File: config.mk
export PLATFORM = sky130hd
export DESIGN_NAME = pipelined_adder
export DESIGN_NICKNAME = d
export VERILOG_FILES = /design/src/rtl/pipelined_adder.sv
export SDC_FILE = /design/constraint.sdc
export NUM_CORES = 1
export LEC_CHECK = 0
export CORE_MARGIN = 4
export CORE_UTILIZATION = 50
export CTS_CLUSTER_DIAMETER = 100
export CTS_CLUSTER_SIZE = 25
export DETAILED_ROUTE_END_ITERATION = 7
export PLACE_DENSITY = 0.85
export SLEW_MARGIN = 5
export SYNTH_ARGS = -nofsm -noshare
export SYNTH_HDL_FRONTEND = slang
export SYNTH_SLANG_ARGS = --single-unit
File: constraint.sdc
create_clock -name i_clk -period 2.05 [get_ports i_clk]
set_clock_uncertainty 0.05 [all_clocks]
set_input_delay 0.41 -clock i_clk [delete_from_list [all_inputs] [get_ports i_clk]]
set_output_delay 0.41 -clock i_clk [all_outputs]
set_load 0.01 [all_outputs]
File: src/rtl/pipelined_adder.sv
// pipelined_adder: carry-chain adder split into CHUNK-bit register stages with valid/ready flow control.
// Optional signed-overflow output enabled by defining PIPELINED_ADDER_OVF_EN.
module pipelined_adder #(
    parameter int WIDTH = 16,
    parameter int CHUNK = 4
) (
    input  logic             i_clk,
    input  logic             i_rst_n,
    input  logic             i_valid,
    output logic             o_ready,
    input  logic             i_carry,
    input  logic [WIDTH-1:0] i_data0,
    input  logic [WIDTH-1:0] i_data1,
    output logic             o_valid,
    input  logic             i_ready,
    output logic [WIDTH-1:0] o_sum,
    output logic             o_carry
`ifdef PIPELINED_ADDER_OVF_EN
    ,
    output logic             o_overflow
`endif
);

    localparam int STAGES = (WIDTH + CHUNK - 1) / CHUNK;

    logic advance;

    // The whole pipeline moves as one; bubbles are never collapsed.
    assign advance = ~o_valid | i_ready;
    assign o_ready = advance;

    for (genvar k = 0; k < STAGES; k++) begin : g_stage
        localparam int LO = k * CHUNK;
        localparam int HI = (LO + CHUNK > WIDTH) ? WIDTH - 1 : LO + CHUNK - 1;
        localparam int CW = HI - LO + 1;

        logic [WIDTH-1:0] a_in, b_in, s_in, s_next, s_q;
        logic             c_in, v_in, load, c_q, v_q;
        logic [CW:0]      part;

        if (k == 0) begin : g_head
            assign a_in = i_data0;
            assign b_in = i_data1;
            assign s_in = '0;
            assign c_in = i_carry;
            assign v_in = i_valid;
            assign load = advance & i_valid;
        end else begin : g_body
            assign a_in = g_stage[k-1].g_skew.a_q;
            assign b_in = g_stage[k-1].g_skew.b_q;
            assign s_in = g_stage[k-1].s_q;
            assign c_in = g_stage[k-1].c_q;
            assign v_in = g_stage[k-1].v_q;
            assign load = advance;
        end

        assign part = {1'b0, a_in[HI:LO]} + {1'b0, b_in[HI:LO]} + (CW + 1)'(c_in);

        // Lower chunks already summed pass through; only this chunk is replaced.
        always_comb begin
            s_next        = s_in;
            s_next[HI:LO] = part[CW-1:0];
        end

        always_ff @(posedge i_clk or negedge i_rst_n) begin
            if (!i_rst_n) begin
                v_q <= 1'b0;
                c_q <= 1'b0;
                s_q <= '0;
            end else begin
                if (advance) v_q <= v_in;
                if (load) begin
                    c_q <= part[CW];
                    s_q <= s_next;
                end
            end
        end

        if (k < STAGES - 1) begin : g_skew
            logic [WIDTH-1:0] a_q, b_q;
            always_ff @(posedge i_clk or negedge i_rst_n) begin
                if (!i_rst_n) begin
                    a_q <= '0;
                    b_q <= '0;
                end else if (load) begin
                    a_q <= a_in;
                    b_q <= b_in;
                end
            end
        end

`ifdef PIPELINED_ADDER_OVF_EN
        if (k == STAGES - 1) begin : g_ovf
            logic ov_q;
            // Carry into the MSB is recovered as a ^ b ^ sum at that bit.
            always_ff @(posedge i_clk or negedge i_rst_n) begin
                if (!i_rst_n)
                    ov_q <= 1'b0;
                else if (load)
                    ov_q <= a_in[HI] ^ b_in[HI] ^ s_next[HI] ^ part[CW];
            end
        end
`endif
    end

    assign o_valid = g_stage[STAGES-1].v_q;
    assign o_sum   = g_stage[STAGES-1].s_q;
    assign o_carry = g_stage[STAGES-1].c_q;
`ifdef PIPELINED_ADDER_OVF_EN
    assign o_overflow = g_stage[STAGES-1].g_ovf.ov_q;
`endif

endmodule

# After elaboration in Yosys (flattened, before gate mapping)
# Index checks and enable logic that the tools add are counted.
# Widths: inputs -> output; s select.
[word_totals]
reg_bits = 144
in_bits = 37
output_inout_bits = 19
word_cells = 29
[op_classes]
addsub = 8
bitwise_logic = 3
[op_table]
columns = ["cell", "n"]
rows = [
  ["$add 4x4->5", 4],
  ["$add 5x1->5", 4],
  ["$and 1x1->1", 1],
  ["$not 1->1", 1],
  ["$or 1x1->1", 1],
]

# Depth between registers and ports, before layout
[depth]
ltp_word = 3
mapped_depth = 6

# Least setup slack after synthesis
# No wires, ideal clock.
[synth_timing]
path_kind = "register -> register"
start = "reg g_stage[1].c_q"
end = "reg g_stage[2].c_q"
setup_ps = 128
t_arrival_ps = 1598
setup_slack_ps = 274
stages_incl_launch_ff = 6
path_buffers = 0
synth_period_minus_slack_ps = 1776
path_cell_list = "dfrtp_1 fa_1 fa_1 a21o_1 a21oi_1 a21oi_1"
[synth_via]
elab_chain_len = 1
[synth_lines]
columns = ["item", "line", "source"]
rows = [
  ["start: declaration", "38", "logic c_in, v_in, load, c_q, v_q;"],
  ["start signal: assignment", "73", "c_q <= part[CW];"],
  ["$add 5x1->5", "57", "assign part = {1'b0, a_in[HI:LO]} + {1'b0, b_in[HI:LO]} + (CW + 1)'(c_in);"],
  ["end signal: assignment", "73", ""],
  ["end: declaration", "38", ""],
]
# No other way between the ends.
# A chain may end at the register's enable or synchronous reset.

# Worst setup path after layout
# Same ends and word-level chain as after synthesis.

==> impl_metrics.ini <==
[status]
status = finished clean

[flow_run]
max-cap-violations = 0

[synthesis]
ys.warnings.count = 0
synth-main-ff-cell = dfrtp_1
synth_area_per_cell_um2 = 10.4
synth_top_area_share_pct = 57.5
synth_commonest_cells = nand2_1, dfrtp_1, mux2_2
yosys.area.top_type = dfrtp_1
synthXorXnorAreaFrac_pct = 0.629
synth-edff-count = 0
ys_seq_area_share_pct = 57.5
synth_top_family_by_area = simple AND/OR/NAND/NOR gates
ys_seq_elements = 96
synthCells = 402
synthesis.area_um2 = 4180
yosysMostFrequentCell = nand2_1
synth.area.mux_share_pct = 7.99
async_flop_share_pct = 100
ys_top_cells_by_area = dfrtp_1, nand2_1, mux2_2
syn-num-nets = 459
synth-simple-area-share_pct = 18.1
synth_compound_area_share_pct = 4.34
yosysUniqueCellTypes = 30
synth_fa_ha_area_share_pct = 7.42

[clock_network]
cts_sinks = 96
root_buffer = clkbuf_8
postCtsSetupBuffers = 0
clkTransAtPathRegs_ps = 90
clock_latency_ps = 350
cts_tree = yes
numCtsBuffers = 9
clk_path_buf_depth = 2
htree_levels = 3

[drt]
final_antenna_net_count = 0
post_drt_wl_per_cell_um = 13.9
drc_errors = 0
drt_iter0_markers = 204
vias = 2847
drt-total-wl_mm = 7.89
vias_per_cell = 5.01
drt_first_pass_iters = 4

[finish]
antenna_cells = 0
finish.utilization_pct = 62.2
syn2layout_area_growth_pct = 21.7
nets = 515
fin_area_um2 = 5090
multi_input_area_um2 = 1610
seqCellArea_um2 = 2400
fill_cells = 633
drive_gt1_share_pct = 11.0

[setup_path]
crit_path_start_kind = register
crit_slowest_cell = fa_1
worstSetupEndpointType = register
max_stage_delay_ps = 470
critPathKind = reg2reg
crit_chain = fa_1, fa_1, a21o_1, a21oi_1, a21oi_1
cp.required_ps = 2230
cp_max_fo = 2
cp.arrival_ps = 2140

[worst_hold_path]
hp-class = reg2reg

[sta]
worst_slack_ps = 93.2
fmax_mhz = 511
drv_slew = 0
worst_slew_margin_rel_pct = 77.3
tightest_slew_ps = 341
finalCritPeriodShare_pct = 95.5
timing.setup.tns_ps = 0
setup_violations = 0
hold_viol_final = 0
holdWs_ps = 418
rsz0062_at_grt = false
min_period_ps = 1960

[die]
die_h_um = 99.4
initial_core_util_pct = 51.1
core_um2 = 8180
die_width_um = 99.4
dieArea_um2 = 9890
rows = 33
num_io_pins = 56

[place]
io_buffers = 55
detailedPlace.worstSlack_ps = -79.0
dpl.hpwl_mm = 5.58
gp_congestion = 0.761
place_area_um2 = 4860

[global_routing]
grt_pass1_vias = 2920
grt_max_degree = 67
antenna_found_initial = 0
grt_overflow_total = 0
grt_pass1_wl_mm = 13.5
grt_usage_pct = 17.2

[pwr]
peakVddDrop_v = 0.000639
power.density_nw_per_um2 = 1430
p_leak_uw = 0.00250
-- metrics by stage --
step | power [µW] | cells
final | 7280 | 568
after global routing | 7840 | 568
after CTS | 7340 | 568
after detailed placement | 5980 | 551
after global placement | 5750 | 551
after floorplan | 4930 | 402
-- state kept, by name (all words and copies together), names as in the netlist --
| signal | cells |
|---|---|
| g_stage.g_skew.a_q | 24 |
| g_stage.v_q | 3 |
| o_valid | 1 |
| o_carry | 1 |
| g_stage.g_skew.b_q | 24 |
| g_stage.c_q | 3 |
| g_stage.s_q | 24 |
| o_sum | 16 |
-- where the power goes --
part | total, µW | internal (µW) | switching, µW
Sequential | 3200 | 2720 | 477
Clock | 1340 | 694 | 645
Combinational | 2740 | 1330 | 1420
-- final cells by class --
class / count / area share (%)
clock inverters: 6 / 1.80
repair buffers: 63 / 13.0
multi-input cells: 271 / 31.7
inverters: 17 / 1.25
clock buffers: 10 / 2.51
well taps: 105 / 2.58
flip-flops and latches: 96 / 47.2
-- layout by cell type (no fill, tap or decap), types with 2 or more instances in the layout --
cell type / synthesis / final
nand2_1: 162 / 162
dfrtp_1: 96 / 96
clkdlybuf4s50_1: 0 / 53
mux2_2: 19 / 19
inv_1: 16 / 16
a21oi_1: 13 / 13
o21ai_0: 12 / 12
ha_1: 12 / 12
clkbuf_8: 0 / 9
nor2_1: 8 / 8
fa_1: 8 / 8
mux2_4: 6 / 6
nor2b_1: 6 / 6
nand3_1: 4 / 4
buf_4: 1 / 4
buf_12: 0 / 4
o2111ai_1: 3 / 3
or4_1: 3 / 3
mux2i_1: 3 / 3
xor2_1: 2 / 2
a21o_1: 2 / 2
clkinv_4: 0 / 2
bufinv_16: 0 / 2
-- final timing paths --
kind | depth (start not counted) | slack (ps) | start | endpoint
worst min-delay path | 2 | 420 | o_sum[11] | o_sum[11]
worst min register to register | 2 | 420 | o_sum[11] | o_sum[11]
worst max-delay path | 5 | 90 | g_stage[1].c_q | g_stage[2].c_q
max in group asynchronous | 3 | 910 | i_rst_n | g_stage[2].s_q[9]
worst max register to register | 5 | 90 | g_stage[1].c_q | g_stage[2].c_q
min in group asynchronous | 2 | 450 | i_rst_n | g_stage[2].g_skew.b_q[12]
-- repair_timing --
item / CTS / global route
endpoints found under the hold margin: 25 / 0
endpoints found under the setup margin: 1 / 0
gates resized for setup: 1 / 0
hold buffers: 1 / 0
-- worst max-delay path: cells and delay by family, from the launching register on --
kind / cells / cell delay, ps
AO/OA/AOI/OAI: 3 / 480
adder cells (fa/ha/maj): 2 / 900
flip-flops: 1 / 410
-- layer usage --
layer | vias up | share of wire, % | track usage [%]
li1 | 1401 | - | -
met4 | 0 | 2.2 | 7.56
met3 | 12 | 4.2 | 3.58
met5 | - | 0 | 0
met2 | 71 | 50 | 27.3
met1 | 1363 | 43 | 22.9
-- cells by family (layout without fill, tap and decap cells) --
logic type | count (synthesis) | after routing
and+or+nand+nor | 188 | 188
adders and majority gates | 20 | 20
xor gates and xnor gates | 3 | 3
buffers and inverters | 35 | 96
AOI/OAI and AO/OA | 32 | 32
muxes | 28 | 28
DFF | 96 | 96
Note: power is estimated with default switching activity, not from simulation.
